==> src/rtl/t05_bit_packer.sv <==
// Serial MSB-first bit packer for the Huffman encoder: packs bits into WORD_W words and
// writes them to SRAM through a one-deep hold register with a req/ack handshake.
module t05_bit_packer #(
  parameter int                WORD_W    = 32,
  parameter int                ADDR_W    = 32,
  parameter logic [ADDR_W-1:0] BASE_ADDR = '0
) (
  input  logic              clk,
  input  logic              nrst,
  input  logic              bit_in,
  input  logic              bit_valid,
  input  logic              flush,
  output logic              wr_req,
  output logic [ADDR_W-1:0] wr_addr,
  output logic [WORD_W-1:0] wr_data,
  input  logic              wr_ack,
  output logic              busy,
  output logic              overflow,
  output logic              done,
  output logic [15:0]       bit_count
);

  localparam int                CNT_W     = $clog2(WORD_W);
  localparam logic [CNT_W-1:0]  CNT_LAST  = CNT_W'(WORD_W - 1);
  localparam logic [ADDR_W-1:0] ADDR_STEP = ADDR_W'(WORD_W / 8);

  localparam logic [1:0] S_RUN   = 2'd0;
  localparam logic [1:0] S_PAD   = 2'd1;
  localparam logic [1:0] S_DRAIN = 2'd2;
  localparam logic [1:0] S_DONE  = 2'd3;

  logic [1:0]        r_state;
  logic [WORD_W-1:0] r_sr;
  logic [CNT_W-1:0]  r_cnt;
  logic [WORD_W-1:0] r_hold;
  logic              r_hold_v;
  logic [ADDR_W-1:0] r_addr;
  logic              r_ovf;
  logic [15:0]       r_bcnt;

  logic              w_run;
  logic              w_take;
  logic [WORD_W-1:0] w_sr_nx;
  logic              w_cmpl;
  logic              w_ack;
  logic              w_hold_free;
  logic              w_cmpl_ld;
  logic              w_drop;
  logic              w_pad_ld;
  logic [CNT_W:0]    w_pad_sh;
  logic [WORD_W-1:0] w_pad_word;
  logic [CNT_W-1:0]  w_cnt_nx;

  assign w_run       = (r_state == S_RUN);
  assign w_take      = w_run && bit_valid;
  assign w_sr_nx     = {r_sr[WORD_W-2:0], bit_in};
  assign w_cmpl      = w_take && (r_cnt == CNT_LAST);
  assign w_ack       = r_hold_v && wr_ack;
  // An ack this cycle frees the hold register in time for a same-cycle reload.
  assign w_hold_free = !r_hold_v || wr_ack;
  assign w_cmpl_ld   = w_cmpl && w_hold_free;
  assign w_drop      = w_cmpl && !w_hold_free;
  assign w_pad_ld    = (r_state == S_PAD) && w_hold_free;
  assign w_pad_sh    = (CNT_W+1)'(WORD_W) - {1'b0, r_cnt};
  assign w_pad_word  = r_sr << w_pad_sh;
  assign w_cnt_nx    = w_take ? (w_cmpl ? '0 : r_cnt + CNT_W'(1)) : r_cnt;

  always_ff @(posedge clk or negedge nrst) begin
    if (!nrst) begin
      r_state  <= S_RUN;
      r_sr     <= '0;
      r_cnt    <= '0;
      r_hold   <= '0;
      r_hold_v <= 1'b0;
      r_addr   <= BASE_ADDR;
      r_ovf    <= 1'b0;
      r_bcnt   <= '0;
    end else begin
      if (w_take) begin
        r_sr   <= w_sr_nx;
        r_bcnt <= r_bcnt + 16'd1;
      end
      r_cnt <= w_pad_ld ? '0 : w_cnt_nx;

      if (w_cmpl_ld) begin
        r_hold   <= w_sr_nx;
        r_hold_v <= 1'b1;
      end else if (w_pad_ld) begin
        r_hold   <= w_pad_word;
        r_hold_v <= 1'b1;
      end else if (w_ack) begin
        r_hold_v <= 1'b0;
      end

      if (w_ack) r_addr <= r_addr + ADDR_STEP;
      if (w_drop || (bit_valid && !w_run)) r_ovf <= 1'b1;

      // Flush decision uses the count after any same-cycle bit has been packed.
      case (r_state)
        S_RUN:   if (flush) r_state <= (w_cnt_nx != '0) ? S_PAD : S_DRAIN;
        S_PAD:   if (w_pad_ld) r_state <= S_DRAIN;
        S_DRAIN: if (!r_hold_v) r_state <= S_DONE;
        default: r_state <= S_RUN;
      endcase
    end
  end

  assign wr_req    = r_hold_v;
  assign wr_data   = r_hold;
  assign wr_addr   = r_addr;
  assign busy      = r_hold_v || !w_run;
  assign overflow  = r_ovf;
  assign done      = (r_state == S_DONE);
  assign bit_count = r_bcnt;

endmodule

==> config.mk <==
export PLATFORM = sky130hd
export DESIGN_NAME = t05_bit_packer
export DESIGN_NICKNAME = d
export VERILOG_FILES = /design/src/rtl/t05_bit_packer.sv
export SDC_FILE = /design/constraint.sdc
export NUM_CORES = 1
export LEC_CHECK = 0
export BUFFER_PORTS_ARGS = -buffer_cell sky130_fd_sc_hd__buf_4
export CAP_MARGIN = 20
export CELL_PAD_IN_SITES_DETAIL_PLACEMENT = 1
export CELL_PAD_IN_SITES_GLOBAL_PLACEMENT = 1
export CORE_MARGIN = 4
export CORE_UTILIZATION = 46
export CTS_BUF_LIST = sky130_fd_sc_hd__clkbuf_4 sky130_fd_sc_hd__clkbuf_8 sky130_fd_sc_hd__clkbuf_16
export DETAILED_ROUTE_END_ITERATION = 10
export GPL_ROUTABILITY_DRIVEN = 0
export GPL_TIMING_DRIVEN = 1
export PLACE_DENSITY_LB_ADDON = 0.08
export SLEW_MARGIN = 20
export SYNTH_ARGS = -nofsm -noshare
export SYNTH_HDL_FRONTEND = slang
export SYNTH_SLANG_ARGS = --single-unit
==> constraint.sdc <==
create_clock -name clk -period 3.9 [get_ports clk]
set_input_delay 0.78 -clock clk [delete_from_list [all_inputs] [get_ports clk]]
set_output_delay 0.78 -clock clk [all_outputs]
set_load 0.005 [all_outputs]
==> results.sh, run 1 <==
export IMPL_clockBufferDepth=2
export IMPL_wire_per_inst_um=22.70
export IMPL_final_nets=820
export IMPL_cts_setup_buffers=0
export IMPL_insertion_delay_ns=0.43
export IMPL_slew_violations=0
export IMPL_crit_path_start_kind="register"
export IMPL_rrSetupSlack_ns=1.03
export IMPL_cap_viol_max_count=0
export IMPL_cp_startpoint="r_cnt[0]$_DFF_PN0_"
export IMPL_start_util_pct=46.80
export IMPL_finalInstanceArea_um2=8476
export IMPL_grt_setup_unrepaired="no"
export IMPL_run_status="complete, no violations"
export IMPL_reg2reg_to="wr_data[12]$_DFFE_PN0P_"
export IMPL_fin_crit_ns=2.871
export IMPL_hold_viol=0
export IMPL_cts_root_buffer="clkbuf_16"
export IMPL_firstDrtPassIters=7
export IMPL_die_x_um=132.1
export IMPL_cts_resized=0
export IMPL_dp_hpwl_um=15950
export IMPL_endpoint_kind="register"
export IMPL_drt_initial_drc_count=466
export IMPL_p_leak_nw=3.935
export IMPL_ys_types=63
export IMPL_fill_cells=1700
export IMPL_power_mw=6.600
export IMPL_timing_fmax_mhz=348.3
export IMPL_finalNonFillerCells=1004
export IMPL_max_slew_worst_pin_slew_ns=0.9542
export IMPL_synth_top_flop_cell="dfrtp_1"
export IMPL_cp_arrival_ns=3.22
export IMPL_cts_max_level=4
export IMPL_vias_per_cell=6.205
export IMPL_power_density_nw_per_um2=778.7
export IMPL_grt_max_degree=78
export IMPL_critical_path_class="register to register"
export IMPL_relSlewSlack_pct=36.33
export IMPL_ff_latch_area_um2=2979
export IMPL_period_share_pct=73.63
export IMPL_fin_worst_skew_ns=0.01050
export IMPL_holdWs_ns=0.3882
export IMPL_syn_inst=724
export IMPL_rr_startpoint="r_cnt[0]$_DFF_PN0_"
export IMPL_grt_pass1_vias=6478
export IMPL_tns_ns=0
export IMPL_min_path_type="primary input to asynchronous set/reset pin"
export IMPL_syn_cell_area_um2=7088
export IMPL_hold_buffers=0
export IMPL_cp_max_fo=16
export IMPL_placed_area_um2=7890
export IMPL_numCtsBuffers=17
export IMPL_cts_tree="done"
export IMPL_async_flop_share_pct=100.0
export IMPL_worst_ep_required_time_ns=4.24
export IMPL_clkTransAtPathRegs_ns=0.05
export IMPL_num_vias=6230
export IMPL_dp_cells=973
export IMPL_pin_count=90
export IMPL_multiInputGateArea_um2=3834
export IMPL_syn2layout_area_growth_pct=19.58
export IMPL_yosys_warnings=0
export IMPL_synth_seq_cells=119
export IMPL_drc_errors=0
export IMPL_die_area_um2=17460
export IMPL_antenna_diode_count=0
export IMPL_grt_remaining_overflow=0
export IMPL_ys_seq_area_share_pct=42.01
export IMPL_die_y_um=132.1
export IMPL_antenna_found_initial=0
export IMPL_timing_final_ws_setup_ns=1.029
export IMPL_layout_drive_gt1_share_pct=23.04
export IMPL_grt_usage_pct=26.81
export IMPL_clkSinkCount=119
export IMPL_grt_first_pass_wirelength_um=36750
export IMPL_final_util_pct=55.96
export IMPL_ir_drop_mv=0.4016
export IMPL_synth_area_per_cell_um2=9.790
export IMPL_rows=45
export IMPL_wl_um=22790
export IMPL_preCtsSetupSlack_ns=1.107
export IMPL_setup_viol=0
export IMPL_worst_r2r_cell_count=7
export IMPL_port_buffers=87
export IMPL_antenna_left=0
export IMPL_core_um2=15150
export IMPL_synth_edf_count=0
[routing by layer]
metal / GRT usage (%) / vias up / wire (um) / part of all wire [%]
li1: - / 2714 / - / -
met1: 33.32 / 3166 / 9071 / 40
met2: 43.70 / 274 / 11200 / 49
met3: 6.641 / 76 / 1474 / 6.5
met4: 13.36 / 0 / 1044 / 4.6
met5: 0 / - / 0 / 0
[placed cells by master, fill, tap and decap left out, types with 15 or more instances in the layout]
cell       synthesis  routed
buf_4              4     100
dfrtp_1          119     118
inv_1             16      16
clkbuf_16          0      17
xnor2_1           32      32
nand3_1           23      23
a21oi_1           31      31
mux2i_1           25      25
o211ai_1          16      16
nor2_1            50      50
nand2_1          155     155
mux4_2            24      24
o21ai_0           15      15
[cells by family after synthesis]
| group | after synthesis | synth area share (%) |
|---|---|---|
| AO/OA/AOI/OAI | 109 | 10.08 |
| XOR/XNOR | 48 | 6.249 |
| adder cells (fa/ha/maj) | 10 | 1.765 |
| buffers and inverters | 59 | 3.954 |
| flip-flops | 119 | 42.01 |
| multiplexers | 73 | 15.92 |
| other | 1 | 0.05291 |
| AND/OR/NAND/NOR | 305 | 19.96 |
[state kept, by name, summed over array words and instances (netlist names)]
| name | flops |
|---|---|
| wr_req | 1 |
| overflow | 1 |
| r_state | 2 |
| r_cnt | 5 |
| r_sr | 32 |
| bit_count | 16 |
| wr_data | 32 |
| wr_addr | 30 |
[cell type report]
cell class / count / area share [%]
multi-input combinational: 547 / 45.23
sequential: 119 / 35.15
tap: 188 / 2.775
inverter: 17 / 0.7529
clock inverter: 9 / 1.181
timing repair buffer: 102 / 9.226
clock buffer: 22 / 5.683
[critical path, stage by stage (launching register included)]
cell	delay, ns
dfrtp_2	0.47
inv_1	0.12
ha_1	0.29
xor2_2	0.77
buf_4	0.30
mux4_2	0.53
nand2b_1	0.17
a21oi_1	0.14
[Yosys cell counts, types with 14 or more instances]
library cell	instances	share of area [%]
mux2i_1	25	3.5
nor2_1	50	2.6
a21oi_1	31	2.2
o21ai_0	15	1.1
inv_1	16	0.85
clkbuf_1	25	1.3
mux4_2	24	7.6
xnor2_1	32	4.0
dfrtp_1	119	42
nand2_1	155	8.2
o211ai_1	16	1.7
mux2_2	14	2.2
nand3_1	23	1.6
[power by group]
group / switching (mW) / internal, mW
Combinational: 1.88 / 1.27
Clock: 0.565 / 0.994
Sequential: 0.394 / 1.49
Total: 2.84 / 3.76
[how the worst max path moves through the flow]
| stage | slack (ns) | cells past startpoint | end |
|---|---|---|---|
| floorplan | 0.97 | 12 | wr_data[31]$_DFFE_PN0P_ |
| global placement | 1.18 | 7 | wr_data[12]$_DFFE_PN0P_ |
| detailed placement | 1.11 | 7 | wr_data[12]$_DFFE_PN0P_ |
| CTS | 1.06 | 7 | wr_data[12]$_DFFE_PN0P_ |
| global route | 0.84 | 7 | wr_data[12]$_DFFE_PN0P_ |
| finish | 1.03 | 7 | wr_data[12]$_DFFE_PN0P_ |
No activity file was read; power rests on OpenSTA's default activity.
==> run 2, diff against run 1 <==
- CORE_UTILIZATION: 46 -> 41
- clock period: 3.9 -> 2.3 ns (I/O delays scaled with it)
==> run 2 against run 1 <==
The run now ends with negative setup slack left. Die area up 11%. Via count up 5.0%. Flip-flop and latch count unchanged. First-iteration DRC count up 0.86%. Power up 98%. Critical path type unchanged. Clock skew down 0.0012 ns. Sequential power up 63%. Cell count up 10%. Register-to-register slack worse by 1.1 ns. Sequential share of layout area down 3.6 points. Fmax up 23%.
==> results.sh, run 2 (synthesized netlist as in run 1, its figures left out) <==
export IMPL_run_status="complete, but fails checks"
export IMPL_violations="negative setup slack"
export IMPL_min_path_type="primary input to asynchronous set/reset pin"
export IMPL_cp_arrival_ns=2.67
export IMPL_critical_path_class="register to register"
export IMPL_finalNonFillerCells=1108
export IMPL_power_mw=13.10
export IMPL_layout_drive_gt1_share_pct=33.00
export IMPL_drt_initial_drc_count=470
export IMPL_hold_viol=0
export IMPL_clkTransAtPathRegs_ns=0.06
export IMPL_p_leak_nw=4.423
export IMPL_ir_drop_mv=0.7794
export IMPL_rrSetupSlack_ns=-0.04
export IMPL_drc_errors=0
export IMPL_power_density_nw_per_um2=1389
export IMPL_syn2layout_area_growth_pct=33.10
export IMPL_fin_crit_ns=2.342
export IMPL_die_area_um2=19460
export IMPL_period_share_pct=101.8
export IMPL_path_delay_family="multiplexers"
export IMPL_numCtsBuffers=17
export IMPL_wire_per_inst_um=22.43
export IMPL_dp_hpwl_um=17840
export IMPL_antenna_diode_count=0
export IMPL_slew_violations=0
export IMPL_start_util_pct=42.29
export IMPL_layout_commonest_cell="buf_4"
export IMPL_path_common_cell="buf_4"
export IMPL_tns_ns=-0.07894
export IMPL_firstDrtPassIters=5
export IMPL_crit_path_start_kind="register"
export IMPL_antenna_found_initial=0
export IMPL_clockBufferDepth=2
export IMPL_cp_max_fo=14
export IMPL_cts_max_level=4
export IMPL_port_buffers=87
export IMPL_crit_slowest_cell="dfrtp_2"
export IMPL_rows=47
export IMPL_fill_cells=1888
export IMPL_final_nets=891
export IMPL_grt_max_degree=45
export IMPL_antenna_left=0
export IMPL_clkSinkCount=119
export IMPL_worst_ep_required_time_ns=2.63
export IMPL_vias_per_cell=5.902
export IMPL_pin_count=90
export IMPL_slowest_delay_ns=0.48
export IMPL_die_y_um=139.5
export IMPL_setup_viol=3
export IMPL_endpoint_kind="register"
export IMPL_relSlewSlack_pct=58.09
export IMPL_cap_viol_max_count=0
export IMPL_grt_usage_pct=25.05
export IMPL_reg2reg_to="wr_data[28]$_DFFE_PN0P_"
export IMPL_cts_root_buffer="clkbuf_16"
export IMPL_cp_cell_sequence="buf_12, buf_4, buf_4, mux2i_1, mux2_2, mux4_2, nand2b_1, a31oi_1"
export IMPL_timing_final_ws_setup_ns=-0.04237
export IMPL_grt_remaining_overflow=0
export IMPL_rr_startpoint="r_cnt[0]$_DFF_PN0_"
export IMPL_preCtsSetupSlack_ns=-0.05499
export IMPL_wl_um=24850
export IMPL_core_um2=16760
export IMPL_num_vias=6539
export IMPL_cp_num_buf_inv=3
export IMPL_fin_worst_skew_ns=0.009312
export IMPL_hold_buffers=0
export IMPL_insertion_delay_ns=0.42
export IMPL_cts_tree="done"
export IMPL_timing_fmax_mhz=426.9
export IMPL_grt_pass1_vias=6920
export IMPL_max_slew_worst_pin_slew_ns=0.6255
export IMPL_die_x_um=139.5
export IMPL_grt_first_pass_wirelength_um=38910
export IMPL_worst_r2r_cell_count=8
export IMPL_mostFrequentLayoutCells="buf_4, nand2_1, dfrtp_1"
export IMPL_dp_cells=1058
export IMPL_grt_setup_unrepaired="yes"
export IMPL_holdWs_ns=0.03563
run 2: cell count changes in the layout (fill, tap and decap cells not counted), sizes merged:
| cell | change |
|---|---|
| clkinvlp | -1 |
| clkinv | -2 |
| bufinv | +1 |
| clkbuf | +4 |
| buf | +70 |
run 2: stage by stage:
| stage | cell area [um^2] | utilization [%] |
|---|---|---|
| after floorplan | 7226 | - |
| after global placement | 8472 | 50.55 |
| after detailed placement | 8472 | 50.55 |
| after CTS | 9141 | 54.54 |
| after global routing | 9434 | 56.29 |
| final | 9434 | 56.29 |
run 2: how the worst max path moves through the flow:
stage	from	to	slack (ns)	cells after the start
5_1_grt	r_cnt[0]$_DFF_PN0_	wr_data[27]$_DFFE_PN0P_	-0.09	8
3_3_place_gp	r_cnt[0]$_DFF_PN0_	wr_data[6]$_DFFE_PN0P_	0.02	9
3_5_place_dp	r_cnt[0]$_DFF_PN0_	wr_data[10]$_DFFE_PN0P_	-0.05	8
6_report	r_cnt[0]$_DFF_PN0_	wr_data[28]$_DFFE_PN0P_	-0.04	8
2_1_floorplan	r_cnt[0]$_DFF_PN0_	wr_data[31]$_DFFE_PN0P_	-0.28	12
4_1_cts	r_cnt[0]$_DFF_PN0_	wr_data[29]$_DFFE_PN0P_	-0.05	6
run 2: metal layers:
metal,track usage [%],share of wire (%),vias to the layer above
li1,-,-,2863
met1,30.83,39,3306
met2,42.44,49,279
met3,5.798,6.6,91
met4,10.40,4.8,0
met5,0,0,-
run 2: power breakdown:
| part | switching (mW) | internal, mW |
|---|---|---|
| Sequential | 0.532 | 2.53 |
| Clock | 0.950 | 1.85 |
| Combinational | 3.94 | 3.31 |
run 2: area by class of cell:
class | instances | area [um^2] | share of cell area, %
clock buffer | 25 | 504.2 | 5.345
clock inverter | 7 | 116.4 | 1.233
inverter | 17 | 92.59 | 0.9814
multi-input combinational | 547 | 4014 | 42.55
sequential | 119 | 2980 | 31.59
tap | 220 | 275.3 | 2.918
timing repair buffer | 173 | 1451 | 15.38
run 2: repair_timing:
item / in CTS / in global routing
buffers inserted: 5 / 12
hold endpoints to repair: 0 / 0
gates resized for setup: 6 / 39
pin swaps: 3 / 7
endpoints found under the setup margin: 17 / 35
gates cloned: 0 / 1
